===== src/rtl/input_buffer_67x4.sv =====
// Per-input flit FIFO in front of the switch allocator, with head/payload/tail framing check.
// Latency: 1 cycle push to FLIT_out; pop when selected and not nacked; ready_out drops at full and a flit offered then is dropped.
module input_buffer_67x4 #(
    parameter int DEPTH = 4,
    parameter int WIDTH = 67
) (
    input  logic                         clk,
    input  logic                         rst,
    input  logic [WIDTH-1:0]             FLIT_in,
    input  logic                         VALID_in,
    output logic                         ready_out,
    output logic [WIDTH-1:0]             FLIT_out,
    output logic                         VALID_out,
    input  logic [5:0]                   sel_in,
    input  logic [5:0]                   nack_in,
    output logic [$clog2(DEPTH+1)-1:0]   count_out,
    output logic                         err_out
);
    localparam int PW = $clog2(DEPTH);
    localparam int CW = $clog2(DEPTH+1);

    localparam logic ST_WAIT_HEAD = 1'b0;
    localparam logic ST_IN_PKT    = 1'b1;

    localparam logic [2:0] TYPE_HEAD    = 3'b011;
    localparam logic [2:0] TYPE_PAYLOAD = 3'b010;
    localparam logic [2:0] TYPE_TAIL    = 3'b000;

    logic [WIDTH-1:0] mem_q [DEPTH];
    logic [PW-1:0]    wr_ptr_q, wr_ptr_d;
    logic [PW-1:0]    rd_ptr_q, rd_ptr_d;
    logic [CW-1:0]    count_q, count_d;
    logic             state_q, state_d;
    logic             err_q, err_d;

    logic [2:0] flit_type;
    logic       well_formed;
    logic       push;
    logic       pop;

    assign flit_type = FLIT_in[2:0];
    assign ready_out = (count_q < CW'(DEPTH));
    assign VALID_out = (count_q != '0);
    assign FLIT_out  = mem_q[rd_ptr_q];
    assign count_out = count_q;
    assign err_out   = err_q;

    // Framing legality is judged against the packet state, independent of space.
    always_comb begin
        well_formed = 1'b0;
        if (state_q == ST_WAIT_HEAD) begin
            well_formed = (flit_type == TYPE_HEAD);
        end else begin
            well_formed = (flit_type == TYPE_PAYLOAD) || (flit_type == TYPE_TAIL);
        end
    end

    assign push = VALID_in & ready_out & well_formed;
    assign pop  = VALID_out & (|sel_in) & ~(|nack_in);

    always_comb begin
        wr_ptr_d = wr_ptr_q;
        rd_ptr_d = rd_ptr_q;
        count_d  = count_q;
        state_d  = state_q;
        err_d    = VALID_in & ~push;

        if (push) begin
            wr_ptr_d = wr_ptr_q + 1'b1;
            if (flit_type == TYPE_HEAD) begin
                state_d = ST_IN_PKT;
            end else if (flit_type == TYPE_TAIL) begin
                state_d = ST_WAIT_HEAD;
            end
        end
        if (pop) begin
            rd_ptr_d = rd_ptr_q + 1'b1;
        end
        case ({push, pop})
            2'b10:   count_d = count_q + 1'b1;
            2'b01:   count_d = count_q - 1'b1;
            default: count_d = count_q;
        endcase
    end

    always_ff @(posedge clk or negedge rst) begin
        if (!rst) begin
            wr_ptr_q <= '0;
            rd_ptr_q <= '0;
            count_q  <= '0;
            state_q  <= ST_WAIT_HEAD;
            err_q    <= 1'b0;
        end else begin
            wr_ptr_q <= wr_ptr_d;
            rd_ptr_q <= rd_ptr_d;
            count_q  <= count_d;
            state_q  <= state_d;
            err_q    <= err_d;
        end
    end

    // Flit storage carries no reset; VALID_out qualifies its contents.
    always_ff @(posedge clk) begin
        if (push) begin
            mem_q[wr_ptr_q] <= FLIT_in;
        end
    end

endmodule


===== config.mk =====
export PLATFORM = sky130hd
export DESIGN_NAME = input_buffer_67x4
export DESIGN_NICKNAME = d
export VERILOG_FILES = /design/src/rtl/input_buffer_67x4.sv
export SDC_FILE = /design/constraint.sdc
export NUM_CORES = 1
export LEC_CHECK = 0
export ABC_AREA = 1
export ABC_CLOCK_PERIOD_IN_PS = 5600
export CAP_MARGIN = 20
export CORE_MARGIN = 4
export CORE_UTILIZATION = 40
export CTS_CLUSTER_DIAMETER = 80
export DETAILED_ROUTE_END_ITERATION = 6
export PLACE_DENSITY = 0.59
export SYNTH_ARGS = -nofsm -noshare
export SYNTH_HDL_FRONTEND = slang
export SYNTH_SLANG_ARGS = --single-unit

===== constraint.sdc =====
create_clock -name clk -period 5.6 [get_ports clk]
set_clock_uncertainty 0.1 [all_clocks]
set_input_delay 1.68 -clock clk [delete_from_list [all_inputs] [get_ports clk]]
set_output_delay 1.68 -clock clk [all_outputs]
set_load 0.005 [all_outputs]

==> tab_implementation.tex <==
\begin{tabular}{lr}
\hline
Metric & Value \\
\hline
\multicolumn{2}{l}{\textbf{Outcome}} \\
\quad Run status & finished clean \\
\multicolumn{2}{l}{\textbf{Worst setup path}} \\
\quad Crit path launch & rd\_ptr\_q[0]\$\_DFFE\_PN0P\_ \\
\quad Worst setup path endpoint & FLIT\_out[7] \\
\quad Required time of the worst setup path & 3.82 ns \\
\quad Worst reg2reg endpoint & mem\_q[3][66]\$\_DFFE\_PP\_ \\
\quad R2r setup slk & 3.04 ns \\
\quad Kind of start point of the critical path & flop \\
\quad Sort of element at the end of the critical path & output port \\
\quad CP max FO & 70 \\
\quad Endpoint arrival time on the critical path & 3.19 ns \\
\quad Kind of critical path & reg -> out \\
\quad Source of the worst register-to-register timing path & count\_out[2]\$\_DFFE\_PN0P\_ \\
\quad Number of cells on the worst reg-to-reg path & 4 \\
\multicolumn{2}{l}{\textbf{STA}} \\
\quad Unrepaired setup endpoints after global routing & false \\
\quad Count of final setup violators & 0 \\
\quad Final count of pins violating max slew & 0 \\
\quad Transition at the pin with the smallest max-transition slack & 0.926 ns \\
\quad Highest attainable clock frequency & 0.201 GHz \\
\quad Final Cycle Share & 0.888 \\
\quad Setup tns final & 0 ns \\
\quad Max-slew headroom at the worst pin & 0.382 \\
\quad Final hold violations & 0 \\
\quad Post-route setup slack & 0.628 ns \\
\quad Shortest clock period the worst path allows after layout & 4.97 ns \\
\multicolumn{2}{l}{\textbf{Route}} \\
\quad Per-cell routed wire length & 18.8 µm \\
\quad Initial detailed-routing violation count & 489 \\
\quad First-pass DRT Iterations & 4 \\
\quad Final wirelength & 23,400 µm \\
\quad Final antenna-violating net count & 0 \\
\quad Average vias per placed instance & 5.15 \\
\quad Via count & 6,376 \\
\quad Remaining DRCs & 0 \\
\multicolumn{2}{l}{\textbf{Clocking}} \\
\quad Clock sinks & 277 \\
\quad Number of buffers added to fix hold violations after cts & 0 \\
\quad CTS resizes & 0 \\
\quad Max Buffers Root-to-Sink & 3 \\
\quad Clock Root Buffer & sky130\_fd\_sc\_hd\_\_clkbuf\_16 \\
\quad Insertion delay to the later sink of the worst-skew pair & 0.52 ns \\
\quad CTS tree & done \\
\quad CTS H-Tree Depth & 1 \\
\quad CTS Buf Count & 29 \\
\quad Clock transition time at the flip-flop clock pins of the worst setup and hold paths & 0.06 ns \\
\quad Setup bufs post-CTS & 0 \\
\multicolumn{2}{l}{\textbf{Placed design}} \\
\quad Cell count after placement & 1,186 \\
\quad Placed wire-length estimate after detailed placement & 13,500 µm \\
\quad Routability Congestion & 0.723 \\
\quad Number of I/O port buffers & 154 \\
\quad Post-Place Worst Slack & 1.06 ns \\
\multicolumn{2}{l}{\textbf{Finish}} \\
\quad Number of non-filler instances in the completed layout & 1,239 \\
\quad Synthesis-to-finish area growth & 25.6\% \\
\quad Share of final-layout standard cells stronger than drive strength 1 & 0.0597 \\
\quad Diodes inserted & 0 \\
\quad Most frequent cells in the layout & sky130\_fd\_sc\_hd\_\_edfxtp\_1, sky130\_fd\_sc\_hd\_\_clkdlybuf4s50\_1, sky130\_fd\_sc\_hd\_\_nor2\_1 \\
\quad Fin nets & 970 \\
\quad Commonest non-fill, non-tap cell in the layout & sky130\_fd\_sc\_hd\_\_edfxtp\_1 \\
\multicolumn{2}{l}{\textbf{Pwr}} \\
\quad Pleak & 4.30 nW \\
\quad Largest vdd supply drop & 0.240 mV \\
\quad Power per standard cell area & 389 nW/µm² \\
\multicolumn{2}{l}{\textbf{Synth}} \\
\quad Number of nets produced by synthesis & 814 \\
\quad Yosys cell types & 25 \\
\quad Sequential area share after synthesis & 0.788 \\
\quad Mapped cell area & 10,500 µm² \\
\quad Yosys reg bits & 277 \\
\quad Number of synthesis warnings & 0 \\
\quad Per-instance average area after synthesis & 14.5 µm² \\
\quad Post-Syn Instances & 726 \\
\multicolumn{2}{l}{\textbf{Job}} \\
\quad Max-Cap Viols & 0 \\
\multicolumn{2}{l}{\textbf{Floorplan}} \\
\quad Initial cell density of the core & 0.405 \\
\quad Die outline area & 28,900 µm² \\
\quad Chip height & 170 µm \\
\quad Site row count & 59 \\
\quad Count of pins on the block boundary & 155 \\
\quad Std-Cell Core Area & 25,900 µm² \\
\quad Horiz. Die Dim & 170 µm \\
\multicolumn{2}{l}{\textbf{GRT}} \\
\quad Wire length of the first global-routing pass & 36,000 µm \\
\quad Via count of the first global-routing pass & 6,426 \\
\quad Leftover overflow at the end of global routing & 0 \\
\quad Overall fraction of global-route tracks in use & 0.158 \\
\quad Maximum number of pins on one net before global-route repair & 94 \\
\quad Antenna violations before repair & 2 \\
\multicolumn{2}{l}{\textbf{Min path}} \\
\quad Path class of the lowest-slack min-delay path & reg -> reg \\
\hline
\end{tabular}
[report_power, final]
group / internal (W) / leakage, nW / switching (W)
registers: 0.00232 / 2.52 / 0.0000609
clock network: 0.000973 / 0.393 / 0.000713
logic: 0.000518 / 1.39 / 0.000544
total: 0.00381 / 4.30 / 0.00132
[registers in the layout (all words and copies together), names as in the netlist]
name       cells
rd_ptr_q       2
err_out        1
count_out      3
state_q        1
mem_q        268
wr_ptr_q       2
[cells by family after synthesis]
| logic type | count (synthesis) | synth area share |
|---|---|---|
| flops | 277 | 0.788 |
| compound gates | 205 | 0.106 |
| simple gates | 179 | 0.0657 |
| buf+inv | 57 | 0.0313 |
| fa+ha+maj | 6 | 0.00786 |
| xor+xnor | 2 | 0.00167 |
[metal layers]
metal  vias to the layer above  wire length [µm]  global-route usage
met5                         -                28                   0
met4                         4               268              0.0319
met3                        26              1670              0.0362
met2                       180             11100               0.256
met1                      3139             10300               0.220
li1                       3027                 -                   -
[worst max-delay path: stages, from the launching register on]
cell                              delay, ns
sky130_fd_sc_hd__dfrtp_4               0.90
sky130_fd_sc_hd__buf_4                 0.67
sky130_fd_sc_hd__o21ai_0               0.22
sky130_fd_sc_hd__o22ai_1               0.28
sky130_fd_sc_hd__clkdlybuf4s50_1       0.56
[cells in the mapped netlist (all sizes together)]
master | number | area share
nand3 | 6 | 0.0029
or2 | 2 | 0.0012
xor2 | 1 | 0.00083
nor3 | 1 | 0.00048
buf | 25 | 0.019
nand2 | 21 | 0.0075
nor2 | 147 | 0.053
nand4 | 2 | 0.0012
fa | 1 | 0.0019
clkbuf | 18 | 0.0071
inv | 14 | 0.0055
a21oi | 1 | 0.00048
edfxtp | 268 | 0.77
dfrtp | 9 | 0.021
o21bai | 1 | 0.00071
ha | 5 | 0.0060
xnor2 | 1 | 0.00083
o22ai | 67 | 0.040
o21ai | 136 | 0.065
[stage by stage]
stage	hold WS (ns)	total power [W]	util	area [µm²]
after floorplan	0.372	0.00292	-	10500
after global placement	0.389	0.00350	0.477	12400
after detailed placement	0.407	0.00351	0.477	12400
after CTS	0.421	0.00520	0.509	13200
after global routing	0.464	0.00538	0.509	13200
final	0.421	0.00513	0.509	13200
[area by class of cell]
| type | instances | area [µm²] |
|---|---|---|
| timing repair buffer | 168 | 1680 |
| clock inverter | 4 | 15.0 |
| inverter | 14 | 57.6 |
| clock buffer | 49 | 811 |
| sequential | 277 | 8280 |
| fill | 2251 | 12700 |
| tap | 335 | 419 |
| multi-input combinational | 392 | 1930 |
[worst min path at each step]
| stage | start | endpoint | slack, ns | cells past startpoint |
|---|---|---|---|---|
| 3_3_place_gp | state_q$_DFFE_PN0P_ | state_q$_DFFE_PN0P_ | 0.39 | 2 |
| 5_1_grt | count_out[0]$_DFFE_PN0P_ | count_out[0]$_DFFE_PN0P_ | 0.46 | 1 |
| 3_5_place_dp | state_q$_DFFE_PN0P_ | state_q$_DFFE_PN0P_ | 0.41 | 2 |
| 2_1_floorplan | state_q$_DFFE_PN0P_ | state_q$_DFFE_PN0P_ | 0.37 | 2 |
| 4_1_cts | state_q$_DFFE_PN0P_ | state_q$_DFFE_PN0P_ | 0.42 | 2 |
| 6_report | count_out[0]$_DFFE_PN0P_ | count_out[0]$_DFFE_PN0P_ | 0.42 | 1 |
Note: power is estimated with default switching activity, not from simulation.
